$ cat src/rtl/fetch_controller.sv
// Fetch-stage sequencer: drives PC write enable, next-PC select and IF/ID
// write/flush, arbitrates redirect requests and counts taken redirects.
module fetch_controller #(
    parameter int unsigned FLUSH_CYCLES = 2,
    parameter int unsigned CNT_WIDTH    = 16
) (
    input  logic                 clk,
    input  logic                 rst,
    input  logic                 branch,
    input  logic                 jump_m,
    input  logic                 jump,
    input  logic                 stall,
    input  logic                 mem_ready,
    output logic [1:0]           pc_sel,
    output logic                 pc_we,
    output logic                 ifid_we,
    output logic                 ifid_flush,
    output logic                 busy,
    output logic [CNT_WIDTH-1:0] redirect_cnt
);

    localparam int unsigned FCW = 3;
    localparam logic [FCW-1:0] FLUSH_INIT = FCW'(FLUSH_CYCLES - 1);
    localparam logic [FCW-1:0] FLUSH_LAST = FCW'(1);

    localparam logic [1:0] SEL_SEQ = 2'd0;
    localparam logic [1:0] SEL_ALU = 2'd1;
    localparam logic [1:0] SEL_MEM = 2'd2;
    localparam logic [1:0] SEL_RS1 = 2'd3;

    typedef enum logic [1:0] {
        HOLD    = 2'd0,
        RUN     = 2'd1,
        MEMWAIT = 2'd2,
        FLUSH   = 2'd3
    } state_t;

    state_t         state;
    state_t         state_nxt;
    logic [FCW-1:0] fcnt;
    logic [FCW-1:0] fcnt_nxt;
    logic           take;

    // State, flush counter and redirect counter registers
    always_ff @(posedge clk or posedge rst) begin
        if (rst) begin
            state        <= HOLD;
            fcnt         <= '0;
            redirect_cnt <= '0;
        end else begin
            state <= state_nxt;
            fcnt  <= fcnt_nxt;
            if (take && (redirect_cnt != {CNT_WIDTH{1'b1}})) begin
                redirect_cnt <= redirect_cnt + CNT_WIDTH'(1);
            end
        end
    end

    // Next-state and Mealy outputs; redirect actions are shared via take
    always_comb begin
        state_nxt  = state;
        fcnt_nxt   = fcnt;
        pc_sel     = SEL_SEQ;
        pc_we      = 1'b0;
        ifid_we    = 1'b0;
        ifid_flush = 1'b0;
        take       = 1'b0;

        case (state)
            HOLD: begin
                ifid_flush = 1'b1;
                state_nxt  = RUN;
            end
            RUN: begin
                if (branch) begin
                    pc_sel = SEL_RS1;
                    take   = 1'b1;
                end else if (jump_m) begin
                    if (mem_ready) begin
                        pc_sel = SEL_MEM;
                        take   = 1'b1;
                    end else begin
                        state_nxt = MEMWAIT;
                    end
                end else if (jump) begin
                    pc_sel = SEL_ALU;
                    take   = 1'b1;
                end else if (!stall) begin
                    pc_we   = 1'b1;
                    ifid_we = 1'b1;
                end
            end
            MEMWAIT: begin
                // Only memory readiness matters; the jumping instruction is frozen
                if (mem_ready) begin
                    pc_sel = SEL_MEM;
                    take   = 1'b1;
                end
            end
            FLUSH: begin
                pc_we      = 1'b1;
                ifid_flush = 1'b1;
                if (fcnt <= FLUSH_LAST) begin
                    state_nxt = RUN;
                end else begin
                    fcnt_nxt = fcnt - FCW'(1);
                end
            end
            default: begin
                ifid_flush = 1'b1;
                state_nxt  = HOLD;
            end
        endcase

        if (take) begin
            pc_we      = 1'b1;
            ifid_we    = 1'b0;
            ifid_flush = 1'b1;
            if (FLUSH_CYCLES > 1) begin
                state_nxt = FLUSH;
                fcnt_nxt  = FLUSH_INIT;
            end else begin
                state_nxt = RUN;
            end
        end
    end

    assign busy = (state != RUN);

endmodule

$ cat config.mk
export PLATFORM = sky130hd
export DESIGN_NAME = fetch_controller
export DESIGN_NICKNAME = d
export VERILOG_FILES = /design/src/rtl/fetch_controller.sv
export SDC_FILE = /design/constraint.sdc
export NUM_CORES = 1
export LEC_CHECK = 0
export ABC_AREA = 1
export CAP_MARGIN = 15
export CELL_PAD_IN_SITES_DETAIL_PLACEMENT = 2
export CELL_PAD_IN_SITES_GLOBAL_PLACEMENT = 2
export CORE_MARGIN = 5
export CORE_UTILIZATION = 25
export DETAILED_ROUTE_END_ITERATION = 8
export PLACE_DENSITY = 0.77
export SLEW_MARGIN = 20
export SYNTH_ARGS = -nofsm -noshare
export SYNTH_HDL_FRONTEND = slang
export SYNTH_SLANG_ARGS = --single-unit
$ cat constraint.sdc
create_clock -name clk -period 3.6 [get_ports clk]
set_input_delay 0.72 -clock clk [delete_from_list [all_inputs] [get_ports clk]]
set_output_delay 0.72 -clock clk [all_outputs]
set_load 0.01 [all_outputs]
==> impl_metrics.csv <==
group,metric,value,unit
detailed_routing,drtIter0Drc,13,
timing,setup-tns-final,0,ns
detailed_routing,firstDrtPassIters,4,
min_path,worstHoldPathCells,2,
global_routing,grt_overflow,0,
placed_design,place.gp.congestion,0.7647,
timing,hold_ws,0.5561,ns
clock_network,clock_path_buffers,2,
setup_path,cp.arrival,2.45,ns
power_and_ir_drop,worst_ir_drop_vdd,286.2,uV
global_routing,grt_max_degree,22,
timing,rsz0062_at_grt,"no",
die,die_h,84.54,microns
final_layout,nFillCells,643,
die,ios,29,
synth,synth-edff-count,0,
detailed_routing,drc_errors,0,
synth,yosys_warnings,0,
synth,ys_seq_area_share,37.84,%
clock_network,hold_buffers,0,
min_path,hold_path_end,"fcnt[2]",
final_layout,area_growth,28.38,%
clock_network,cts_tree,"yes",
timing,fmax,0.3158,GHz
synth,synth_area,0.001389,sq mm
timing,hold_viol_final,0,
synth,ys_seq_elements,21,
outcome,status,"complete, no violations",
power_and_ir_drop,p_per_area,643.6,mW/mm^2
timing,fin_crit_sh,87.97,%
die,coreArea,0.005439,sq mm
power_and_ir_drop,pwr-share-comb,55.3,%
timing,fin_crit,3.167,ns
setup_path,reg2reg_from,"state[0]",
final_layout,n_antenna_cell,0,
clock_network,cts_setup_buffers,0,
timing,drv_slew,0,
setup_path,crit_required,2.88,ns
power_and_ir_drop,p_int,632.3,uW
timing,layout_setup_ws,0.4332,ns
setup_path,end_kind,"output pin",
die,initial_utilization,25.53,%
power_and_ir_drop,p_seq_share,30.3,%
global_routing,grt_pass1_wl,6893,microns
clock_network,postCtsResizedCells,0,
synth,avgSynthCellArea,7.467,sq um
placed_design,hpwl,3125,microns
detailed_routing,vias,1286,
detailed_routing,drt-total-wl,3887,microns
clock_network,clk_pin_slew,0.08,ns
timing,finClkSkew,0.005198,ns
synth,yosysUniqueCellTypes,25,
placed_design,place_ws,0.4133,ns
power_and_ir_drop,leakage,0.8594,nW
setup_path,rr_worst_depth,8,
setup_path,rr_endpoint,"redirect_cnt[10]",
die,fp.dieArea,0.007146,sq mm
detailed_routing,antenna_left,0,
setup_path,path_class,"input pin to output pin",
clock_network,cts_buffers,3,
clock_network,root_buffer,"clkbuf_8",
power_and_ir_drop,p_switching,515.1,uW
final_layout,mostFrequentLayoutCells,"nand2_1 (72), clkdlybuf4s50_1 (28), dfrtp_1 (21)",
setup_path,worst-path-max-fanout,7,
global_routing,grt_pass1_vias,1486,
synth,netlist_instances,186,
clock_network,cts_sinks,21,
final_layout,fin_cells,288,
timing,tightest_slew,0.8440,ns
power_and_ir_drop,pwr-share-clk,14.4,%
placed_design,dp_cells,284,
min_path,hp-class,"flop to flop",
placed_design,portBuffers,28,
clock_network,insertion_delay,0.27,ns
power_and_ir_drop,sw_frac_of_total,44.89,%
detailed_routing,via_per_inst,4.465,
min_path,hold_start,"fcnt[2]",
timing,slew_headroom,43.67,%
synth,synth_fp_nets,199,
power_and_ir_drop,power,1.147,mW
final_layout,fin_nets,230,
final_layout,final_common_cell,"nand2_1",
global_routing,antenna_found_initial,0,
setup_path,cp-start-kind,"input pin",
global_routing,grtUsageTotal,11.86,%
detailed_routing,wl_per_cell,13.50,microns
synth,ys.flop_type,"dfrtp_1",
setup_path,worst-r2r-setup-slack,1.77,ns
clock_network,htree_levels,1,
die,dieWidth,84.54,microns
synth,async_flop_share,100.0,%
flow_run,timing.max_cap.violations,0,
timing,setup_violations,0,
die,row_count,27,
final_layout,drive_above_1_share,6.944,%
==> stage by stage <==
step / utilization (%) / area, sq um
2_1_floorplan: - / 1389
3_3_place_gp: 31.93 / 1737
3_5_place_dp: 31.93 / 1737
4_1_cts: 32.78 / 1783
5_1_grt: 32.78 / 1783
6_report: 32.78 / 1783
==> layer usage <==
metal | part of all wire [%] | track usage [%]
met2 | 51 | 22.14
met5 | 0 | 0
met4 | 1.3 | 4.173
met3 | 4.0 | 2.159
met1 | 44 | 13.34
==> flip-flops by register name, indices dropped and copies added (netlist names) <==
signal        cells
fcnt              3
state             2
redirect_cnt     16
==> worst max-delay path by stage <==
| stage | to | cells after the start | from |
|---|---|---|---|
| 2_1_floorplan | pc_we | 8 | jump_m |
| 3_3_place_gp | pc_we | 10 | mem_ready |
| 3_5_place_dp | pc_we | 10 | mem_ready |
| 4_1_cts | pc_we | 10 | mem_ready |
| 5_1_grt | pc_we | 10 | mem_ready |
| 6_report | pc_we | 10 | mem_ready |
==> critical path, cell delays in order <==
cell	delay [ns]
clkdlybuf4s50_1	0.52
nand2_1	0.07
nand2_1	0.06
nand2_1	0.04
nand2_1	0.06
nand2_1	0.10
nand2_2	0.19
inv_1	0.08
nand3_1	0.07
clkdlybuf4s50_1	0.53
==> area by class of cell <==
cell class	instances	area [sq um]	share of cell area, %
clock buffer	3	41.29	2.316
multi-input combinational	145	768.2	43.09
tap	72	90.09	5.053
clock inverter	1	5.005	0.2807
inverter	18	72.57	4.070
sequential	21	525.5	29.47
timing repair buffer	28	280.3	15.72
==> cells by family after synthesis <==
kind of cell | share of synthesized area [%]
fa+ha+maj | 5.405
compound gates | 2.702
simple gates | 37.12
xor+xnor | 10.09
flops | 37.84
buf+inv | 6.847
==> cell usage after synthesis (2+ instances only) <==
cell type,n,area share [%]
nand2_1,72,19
dfrtp_1,21,38
nor2_1,18,4.9
inv_1,14,3.8
nand3_1,12,4.3
xor2_1,9,5.7
xnor2_1,7,4.4
ha_1,6,5.4
nor3_1,4,1.4
inv_2,3,0.81
o21ai_0,3,1.1
buf_6,2,1.6
nand2_2,2,0.90
nand4_1,2,0.90
==> power by group through the flow <==
| stage | logic [mW] | registers [mW] | clock network (mW) |
|---|---|---|---|
| after floorplan | 0.423 | 0.347 | 0 |
| after global placement | 0.637 | 0.349 | 0 |
| after detailed placement | 0.659 | 0.353 | 0 |
| after CTS | 0.660 | 0.351 | 0.175 |
| after global routing | 0.729 | 0.357 | 0.186 |
| final | 0.634 | 0.348 | 0.165 |
(Power assumes the default switching activity.)
